<file path="src/rtl/dram_cmd_sched.sv">
// dram_cmd_sched: open-page DRAM command scheduler (PRE/ACT/column), one request in flight.
// Latency: hit = 1+A+D+T_CAS cycles from accept edge to rsp_valid; a miss adds a PRE and/or ACT phase.
// Backpressure: req_ready only in IDLE; every command waits on a four-phase cmd_req/cmd_ack handshake.
// Ports: req_* (translated request in), cmd_* (DRAM command handshake), rsp_valid/rsp_rw (completion pulse).
module dram_cmd_sched #(
  parameter int NUM_OF_BANKS = 8,
  parameter int NUM_OF_ROWS  = 128,
  parameter int NUM_OF_COLS  = 8,
  parameter int T_RCD        = 3,
  parameter int T_RP         = 3,
  parameter int T_CAS        = 2,
  localparam int BW          = $clog2(NUM_OF_BANKS),
  localparam int RW          = $clog2(NUM_OF_ROWS),
  localparam int CW          = $clog2(NUM_OF_COLS)
) (
  input  logic          clk,
  input  logic          rst_b,
  input  logic          req_valid,
  output logic          req_ready,
  input  logic          req_rw,
  input  logic [BW-1:0] req_bank,
  input  logic [RW-1:0] req_row,
  input  logic [CW-1:0] req_col,
  output logic          cmd_req,
  input  logic          cmd_ack,
  output logic [1:0]    cmd,
  output logic [BW-1:0] cmd_bank,
  output logic [RW-1:0] cmd_row,
  output logic [CW-1:0] cmd_col,
  output logic          rsp_valid,
  output logic          rsp_rw
);

  localparam int TMAX = (T_RCD > T_RP) ? ((T_RCD > T_CAS) ? T_RCD : T_CAS)
                                       : ((T_RP  > T_CAS) ? T_RP  : T_CAS);
  localparam int CNTW = $clog2(TMAX + 1);

  localparam logic [1:0] CMD_ACT = 2'b00;
  localparam logic [1:0] CMD_RD  = 2'b01;
  localparam logic [1:0] CMD_WR  = 2'b10;
  localparam logic [1:0] CMD_PRE = 2'b11;

  typedef enum logic [3:0] {
    IDLE, PRE_REQ, PRE_REL, PRE_WAIT, ACT_REQ, ACT_REL, ACT_WAIT, COL_REQ, COL_REL, COL_WAIT
  } state_t;

  state_t state, state_nxt;

  logic            lat_rw;
  logic [BW-1:0]   lat_bank;
  logic [RW-1:0]   lat_row;
  logic [CW-1:0]   lat_col;
  logic [CNTW-1:0] cnt;

  logic [NUM_OF_BANKS-1:0] open_vld;
  logic [RW-1:0]           open_row [NUM_OF_BANKS];

  logic          in_idle, is_req, is_wait, ack_done, hit, issue;
  logic          src_rw;
  logic [BW-1:0] src_bank;
  logic [RW-1:0] src_row;
  logic [CW-1:0] src_col;
  logic [1:0]    issue_cmd;

  assign in_idle   = (state == IDLE);
  assign is_req    = (state inside {PRE_REQ, ACT_REQ, COL_REQ});
  assign is_wait   = (state inside {PRE_WAIT, ACT_WAIT, COL_WAIT});
  // An ack only counts once our own cmd_req is up, so a stale ack left high is ignored.
  assign ack_done  = is_req && cmd_req && cmd_ack;
  assign hit       = open_vld[req_bank] && (open_row[req_bank] == req_row);
  assign req_ready = in_idle && !rst_b;

  // The first command of a request is loaded from the live inputs (latches update on the same edge).
  assign src_rw   = in_idle ? req_rw   : lat_rw;
  assign src_bank = in_idle ? req_bank : lat_bank;
  assign src_row  = in_idle ? req_row  : lat_row;
  assign src_col  = in_idle ? req_col  : lat_col;
  assign issue    = (state_nxt != state) && (state_nxt inside {PRE_REQ, ACT_REQ, COL_REQ});

  always_comb begin
    state_nxt = state;
    unique case (state)
      IDLE: begin
        if (req_valid) begin
          if (hit)                     state_nxt = COL_REQ;
          else if (open_vld[req_bank]) state_nxt = PRE_REQ;
          else                         state_nxt = ACT_REQ;
        end
      end
      PRE_REQ:  if (ack_done)   state_nxt = PRE_REL;
      PRE_REL:  if (!cmd_ack)   state_nxt = PRE_WAIT;
      PRE_WAIT: if (cnt == '0)  state_nxt = ACT_REQ;
      ACT_REQ:  if (ack_done)   state_nxt = ACT_REL;
      ACT_REL:  if (!cmd_ack)   state_nxt = ACT_WAIT;
      ACT_WAIT: if (cnt == '0)  state_nxt = COL_REQ;
      COL_REQ:  if (ack_done)   state_nxt = COL_REL;
      COL_REL:  if (!cmd_ack)   state_nxt = COL_WAIT;
      COL_WAIT: if (cnt == '0)  state_nxt = IDLE;
      default:                  state_nxt = IDLE;
    endcase
  end

  always_comb begin
    issue_cmd = CMD_ACT;
    case (state_nxt)
      PRE_REQ: issue_cmd = CMD_PRE;
      COL_REQ: issue_cmd = src_rw ? CMD_WR : CMD_RD;
      default: issue_cmd = CMD_ACT;
    endcase
  end

  always_ff @(posedge clk or posedge rst_b) begin
    if (rst_b) state <= IDLE;
    else       state <= state_nxt;
  end

  always_ff @(posedge clk or posedge rst_b) begin
    if (rst_b) begin
      lat_rw    <= 1'b0;
      lat_bank  <= '0;
      lat_row   <= '0;
      lat_col   <= '0;
      cmd_req   <= 1'b0;
      cmd       <= CMD_ACT;
      cmd_bank  <= '0;
      cmd_row   <= '0;
      cmd_col   <= '0;
      cnt       <= '0;
      rsp_valid <= 1'b0;
      rsp_rw    <= 1'b0;
      open_vld  <= '0;
      for (int i = 0; i < NUM_OF_BANKS; i++) open_row[i] <= '0;
    end else begin
      if (in_idle && req_valid) begin
        lat_rw   <= req_rw;
        lat_bank <= req_bank;
        lat_row  <= req_row;
        lat_col  <= req_col;
      end

      // Command fields change only when a new command is issued and hold afterwards.
      if (issue) begin
        cmd      <= issue_cmd;
        cmd_bank <= src_bank;
        cmd_row  <= src_row;
        cmd_col  <= src_col;
      end

      // cmd_req rises one cycle into X_REQ, and only once cmd_ack is seen low.
      if (is_req && !cmd_req && !cmd_ack) cmd_req <= 1'b1;
      else if (ack_done)                  cmd_req <= 1'b0;

      if (state == PRE_REL && !cmd_ack)      cnt <= CNTW'(T_RP - 1);
      else if (state == ACT_REL && !cmd_ack) cnt <= CNTW'(T_RCD - 1);
      else if (state == COL_REL && !cmd_ack) cnt <= CNTW'(T_CAS - 1);
      else if (is_wait && cnt != '0)         cnt <= cnt - CNTW'(1);

      rsp_valid <= (state == COL_WAIT) && (cnt == '0);
      if ((state == COL_WAIT) && (cnt == '0)) rsp_rw <= lat_rw;

      if ((state == PRE_REQ) && ack_done) open_vld[lat_bank] <= 1'b0;
      if ((state == ACT_REQ) && ack_done) begin
        open_vld[lat_bank] <= 1'b1;
        open_row[lat_bank] <= lat_row;
      end
    end
  end

endmodule

</file>
<file path="config.mk">
export PLATFORM = sky130hd
export DESIGN_NAME = dram_cmd_sched
export DESIGN_NICKNAME = d
export VERILOG_FILES = /design/src/rtl/dram_cmd_sched.sv
export SDC_FILE = /design/constraint.sdc
export NUM_CORES = 1
export LEC_CHECK = 0
export ABC_AREA = 1
export CAP_MARGIN = 20
export CELL_PAD_IN_SITES_DETAIL_PLACEMENT = 1
export CELL_PAD_IN_SITES_GLOBAL_PLACEMENT = 2
export CORE_MARGIN = 3
export CORE_UTILIZATION = 37
export DETAILED_ROUTE_END_ITERATION = 16
export PLACE_DENSITY = 0.8
export SLEW_MARGIN = 10
export SYNTH_ARGS = -nofsm -noshare
export SYNTH_HDL_FRONTEND = slang
export SYNTH_SLANG_ARGS = --single-unit
</file>
<file path="constraint.sdc">
create_clock -name clk -period 8.8 [get_ports clk]
set_clock_uncertainty 0.1 [all_clocks]
set_input_delay 2.64 -clock clk [delete_from_list [all_inputs] [get_ports clk]]
set_output_delay 2.64 -clock clk [all_outputs]
set_load 0.02 [all_outputs]
</file>
==> results of run 1 <==
## cells in the mapped netlist, drive strengths merged
cell / n
a21oi: 2
nand4: 4
nor2: 29
inv: 94
mux2: 9
clkbuf: 13
nand2: 250
nor3: 14
ha: 1
o211ai: 2
a2111oi: 1
nor4: 1
o21ai: 92
dfrtp: 102
nand3: 64
o22ai: 3
buf: 21
o21a: 1
xor2: 1
## layer usage
| metal | GRT usage [%] | vias up | part of all wire [%] |
|---|---|---|---|
| li1 | - | 2241 | - |
| met1 | 24.3 | 2268 | 45 |
| met2 | 32.7 | 45 | 51 |
| met3 | 4.41 | 15 | 2.7 |
| met4 | 4.92 | 0 | 1.7 |
| met5 | 0 | - | 0 |
## final cells by class
| cell class | instances | area share, % |
|---|---|---|
| flip-flops and latches | 102 | 41.9 |
| multi-input cells | 474 | 36.7 |
| repair buffers | 40 | 6.65 |
| inverters | 94 | 5.83 |
| clock buffers | 12 | 4.05 |
| well taps | 180 | 3.70 |
| clock inverters | 4 | 1.15 |
## kinds of logic (layout without fill, tap and decap cells)
| family | after synthesis | after routing |
|---|---|---|
| compound gates | 101 | 101 |
| fa+ha+maj | 1 | 1 |
| xor+xnor | 1 | 1 |
| buf+inv | 128 | 150 |
| flops | 102 | 102 |
| mux | 9 | 9 |
| simple gates | 362 | 362 |
## registers in the layout, summed over array words and instances, names as in the netlist
signal     cells
rsp_valid      1
open_vld       8
cnt            2
cmd_row        7
open_row      56
rsp_rw         1
lat_row        7
cmd_col        3
lat_col        3
state          4
cmd_bank       3
lat_bank       3
lat_rw         1
cmd_req        1
cmd            2
## worst min-delay path: stages (launching register included)
cell	delay, ps
dfrtp_1	340
nand2_1	50
nand2_1	50
## report_power, final
group	internal (mW)	total (mW)	leakage, nW	switching, mW
Sequential	0.629	0.752	1.19	0.123
Combinational	0.300	0.885	1.66	0.584
Clock	0.257	0.437	0.157	0.180
## final timing paths
| path | startpoint | end | cells after the start |
|---|---|---|---|
| worst max-delay path | rst_b | req_ready | 3 |
| worst min-delay path | cmd[0]$_DFFE_PP0P_ | cmd[0]$_DFFE_PP0P_ | 2 |
| worst max register to register | state[0]$_DFF_PP0_ | cmd_bank[1]$_DFFE_PP0P_ | 13 |
| worst min register to register | cmd[0]$_DFFE_PP0P_ | cmd[0]$_DFFE_PP0P_ | 2 |
| max in group asynchronous | rst_b | open_row[30]$_DFFE_PP0P_ | 4 |
| min in group asynchronous | rst_b | cmd_col[2]$_DFFE_PP0P_ | 2 |
## stage by stage
| step | utilization [%] | area [sq um] | total power [mW] | worst slack, ps |
|---|---|---|---|---|
| 3_3_place_gp | 41.1 | 5750 | 1.62 | 2220 |
| 4_1_cts | 43.4 | 6070 | 2.10 | 2220 |
| 5_1_grt | 43.6 | 6090 | 2.27 | 2170 |
| 3_5_place_dp | 41.1 | 5750 | 1.66 | 2220 |
| 6_report | 43.6 | 6090 | 2.07 | 2240 |
| 2_1_floorplan | - | 5340 | 1.43 | 3130 |
==> results.json, run 1 <==
{
  "outcome": "completed",
  "grt_util_all_layers_pct": 19.0,
  "post-cts-setup-buffers": 0,
  "dp_hpwl_mm": 10.1,
  "multi_input_area_sq_um": 2240,
  "cpMostUsedCell": "clkdlybuf4s50_1",
  "synth-xor-area-share_pct": 0.164,
  "num_antenna_cells": 0,
  "clkSlewWorstSetupHoldPaths_ps": 60,
  "synth-simple-area-share_pct": 29.8,
  "holdWs_ps": 373,
  "crit_buf_inv": 2,
  "antenna_found_initial": 0,
  "grt_pass1_wl_mm": 24.6,
  "grt_pass1_vias": 4895,
  "synth_compound_area_share_pct": 9.84,
  "synth_warnings": 0,
  "die-height_microns": 126,
  "start_kind": "input pin",
  "crit_arrival_ps": 3820,
  "slowest_stage": "clkdlybuf4s50_1",
  "critPathMaxFanout": 2,
  "fmax_ghz": 0.152,
  "start_util_pct": 38.2,
  "ys_seq_elements": 102,
  "grt_max_degree": 79,
  "synthTopCellsByArea": "dfrtp_1 48%, nand2_1 16%, o21ai_0 8.5%, inv_1 6.3%, nand3_1 5.7%",
  "syn-num-nets": 723,
  "cp_cell_sequence": "clkdlybuf4s50_1 > nor2_1 > clkdlybuf4s50_1",
  "tns_ps": 0,
  "setup.worst_path.end_class": "primary output",
  "period_share_pct": 74.6,
  "synthToLayoutAreaGrowth_pct": 14.1,
  "synth_fa_ha_area_share_pct": 0.234,
  "dieArea_sq_um": 15900,
  "gp_congestion": 0.813,
  "drt_pass1_iterations": 4,
  "drtIter0Drc": 186,
  "clockBufferDepth": 2,
  "final_nets": 740,
  "drv_slew": 0,
  "power_density_nw_per_um2": 340,
  "fin_cells": 906,
  "wl_per_cell_microns": 15.7,
  "max-vdd-ir-drop_mv": 0.133,
  "yosys.area.top_type_share_pct": 47.8,
  "dp_cells": 889,
  "synth_top_family_by_area": "simple AND/OR/NAND/NOR gates",
  "gr-total-overflow": 0,
  "cts_root_buffer": "clkbuf_16",
  "drive_gt1_share_pct": 8.54,
  "via_count": 4569,
  "ant_nets": 0,
  "via_per_inst": 5.04,
  "postSynthCellCount": 704,
  "clock_latency_ps": 360,
  "layout_commonest_cell": "nand2_1",
  "rsz0062_at_grt": "no",
  "yosys.area.top_type": "dfrtp_1",
  "drcViolationCount": 0,
  "path_class": "in -> out",
  "fill_cells": 1721,
  "tightest_slew_ps": 950,
  "hold_viol": 0,
  "numCtsBuffers": 9,
  "relSlewSlack_pct": 36.4,
  "cts_num_sinks": 102,
  "io_buffers": 36,
  "crit_path_max_incr_delay_ps": 610,
  "max_cap_viol_count": 0,
  "layout_min_cycle_time_ps": 6560,
  "htreeDepth": 3,
  "netlist_area_sq_um": 5340,
  "pin_count": 37,
  "cts_tree": "yes",
  "cts_hold_buf": 0,
  "r2r_slack_ps": 5920,
  "die_w_microns": 126,
  "hold_class": "reg -> reg",
  "synth_cell_types": 33,
  "coreArea_sq_um": 14000,
  "cts_resized": 0,
  "p_leak_nw": 3.00,
  "setup_viol_count_final": 0,
  "critPathRequiredTime_ps": 6060,
  "totalWireLength_mm": 14.3,
  "seqCellArea_sq_um": 2550,
  "synth.avg_cell_area_sq_um": 7.59,
  "yosysSeqAreaShare_pct": 47.8,
  "synthMuxAreaShare_pct": 1.90,
  "path_delay_family": "buffers and inverters",
  "final_cell_mix": "234 x nand2_1, 102 x dfrtp_1, 91 x o21ai_0",
  "core.rowCount": 43
}
Power figures use the tool's default switching activity.
==> run 2: changes to the inputs <==
--- a/config.mk
+++ b/config.mk
@@ -10,9 +10,9 @@
 export CELL_PAD_IN_SITES_DETAIL_PLACEMENT = 1
 export CELL_PAD_IN_SITES_GLOBAL_PLACEMENT = 2
 export CORE_MARGIN = 3
-export CORE_UTILIZATION = 37
+export CORE_UTILIZATION = 35
 export DETAILED_ROUTE_END_ITERATION = 16
-export PLACE_DENSITY = 0.8
+export PLACE_DENSITY = 0.76
 export SLEW_MARGIN = 10
 export SYNTH_ARGS = -nofsm -noshare
 export SYNTH_HDL_FRONTEND = slang
==> constraint.sdc (replaced) <==
create_clock -name clk -period 6.7 [get_ports clk]
set_clock_uncertainty 0.1 [all_clocks]
set_input_delay 2.01 -clock clk [delete_from_list [all_inputs] [get_ports clk]]
set_output_delay 2.01 -clock clk [all_outputs]
set_load 0.02 [all_outputs]
==> run 2 against run 1 <==
Total power increased by 28%. Flip-flop and latch count did not move. Global-route usage shrank 0.32 points. Routed wire length increased by 1.5%. Critical path depth unchanged. Via count shrank 1.1%. Clock power increased by 16%. Sequential share of layout area up 0.11 points. Count of clock-buffer cells in the layout fell by 2. Non-clock buffer count grew 2. Final cell count is 0.55% higher. Critical endpoint unchanged.
==> results.json, run 2 (same netlist as run 1, synthesis figures left out) <==
{
  "setup_viol_count_final": 0,
  "grt_max_degree": 82,
  "setup.worst_path.end_class": "primary output",
  "numCtsBuffers": 9,
  "dieArea_sq_um": 16800,
  "largest_reg_flops": 56,
  "synthToLayoutAreaGrowth_pct": 13.8,
  "htreeDepth": 3,
  "post-place-ws_ps": 1390,
  "gr-total-overflow": 0,
  "hold_class": "reg -> reg",
  "via_count": 4518,
  "hold_depth": 2,
  "route.layer.met1.wl_mm": 6.80,
  "tns_ps": 0,
  "clockBufferDepth": 2,
  "critPathMaxFanout": 2,
  "cts_resized": 0,
  "max-vdd-ir-drop_mv": 0.162,
  "outcome": "completed",
  "hold_end": "cmd_col[2]$_DFFE_PP0P_",
  "path_class": "in -> out",
  "reg2reg_from": "state[0]$_DFF_PP0_",
  "r2r_slack_ps": 3820,
  "core.rowCount": 44,
  "wl_per_cell_microns": 15.9,
  "final_nets": 742,
  "placed_area_sq_um": 5770,
  "clkSlewWorstSetupHoldPaths_ps": 70,
  "dr_wl_met2_mm": 7.14,
  "cp_cell_sequence": "clkdlybuf4s50_1 > nor2_1 > clkdlybuf4s50_1",
  "cts_hold_buf": 0,
  "r2r-end": "cmd_bank[0]$_DFFE_PP0P_",
  "start_util_pct": 36.2,
  "slowest_stage": "clkdlybuf4s50_1",
  "pin_count": 37,
  "drt_pass1_iterations": 4,
  "fin_util_pct": 41.2,
  "drcViolationCount": 0,
  "antenna_found_initial": 0,
  "drtIter0Drc": 206,
  "cpMostUsedCell": "clkdlybuf4s50_1",
  "layout_commonest_cell": "nand2_1",
  "layout_min_cycle_time_ps": 5300,
  "crit_path_max_incr_delay_ps": 600,
  "dp_hpwl_mm": 10.3,
  "power_density_nw_per_um2": 436,
  "p_leak_nw": 2.98,
  "r2r_cells": 13,
  "reg_top3": "open_row: 56 flops, open_vld: 8 flops",
  "io_buffers": 36,
  "tightest_slew_ps": 920,
  "ant_nets": 0,
  "crit_buf_inv": 2,
  "final_cell_area_sq_um": 6080,
  "cts_tree": "yes",
  "cts_num_sinks": 102,
  "gp_congestion": 0.801,
  "drive_gt1_share_pct": 8.80,
  "totalWireLength_mm": 14.5,
  "drv_slew": 0,
  "path_delay_family": "buffers and inverters",
  "start_kind": "input pin",
  "grt_pass1_wl_mm": 24.6,
  "relSlewSlack_pct": 38.5,
  "num_antenna_cells": 0,
  "largest-register": "open_row",
  "rsz0062_at_grt": "no",
  "die_w_microns": 130,
  "post-cts-setup-buffers": 0,
  "crit_arrival_ps": 3190,
  "cts_root_buffer": "clkbuf_16",
  "max_cap_viol_count": 0,
  "setup_slack_ps": 1400,
  "fmax_ghz": 0.189,
  "wl_met3_microns": 352,
  "coreArea_sq_um": 14800,
  "clock_latency_ps": 360,
  "hold_viol": 0,
  "period_share_pct": 79.1,
  "grt_util_all_layers_pct": 18.7,
  "grt_pass1_vias": 4740,
  "critPathRequiredTime_ps": 4590,
  "min_from": "cmd_col[2]$_DFFE_PP0P_",
  "final_cell_mix": "234 x nand2_1, 102 x dfrtp_1, 91 x o21ai_0",
  "via_per_inst": 4.96,
  "die-height_microns": 130,
  "routed.top_layer": "met4"
}
==> run 2: report_power, final <==
| group | total (mW) | internal [mW] | switching (mW) |
|---|---|---|---|
| sequential | 0.989 | 0.826 | 0.163 |
| combinational | 1.16 | 0.396 | 0.760 |
| clock | 0.505 | 0.260 | 0.245 |
==> run 2: metrics by stage <==
step / power (mW) / hold WS [ps] / std cells
floorplan: 1.88 / 342 / 704
global placement: 2.13 / 360 / 895
detailed placement: 2.18 / 362 / 895
CTS: 2.70 / 381 / 910
global route: 2.90 / 419 / 911
finish: 2.65 / 379 / 911
==> run 2: metal layers <==
| metal | global-route usage (%) | up-vias |
|---|---|---|
| li1 | - | 2242 |
| met1 | 24.3 | 2234 |
| met3 | 4.70 | 12 |
| met4 | 4.22 | 0 |
| met2 | 31.7 | 30 |
| met5 | 0 | - |
==> run 2: final cells by class <==
cell class	count	area (sq um)
Timing Repair Buffer	42	425
Sequential cell	102	2550
Clock buffer	10	239
Inverter	94	355
Tap cell	184	230
Clock inverter	5	36.3
Multi-Input combinational cell	474	2240
Fill cell	1845	8680
==> run 2: worst min-delay path: stages, from the launching register on <==
cell and delay [ps]:
dfrtp_1 350, nand2_1 50, nand2_1 50
==> run 2: worst max-delay path by stage <==
stage	slack [ps]	startpoint	endpoint	cells past startpoint
floorplan	1910	rst_b	cmd[0]$_DFFE_PP0P_	1
global placement	1380	rst_b	req_ready	3
detailed placement	1390	req_bank[0]	cmd_bank[0]$_DFFE_PP0P_	19
CTS	1400	rst_b	req_ready	3
global route	1380	rst_b	req_ready	3
finish	1400	rst_b	req_ready	3
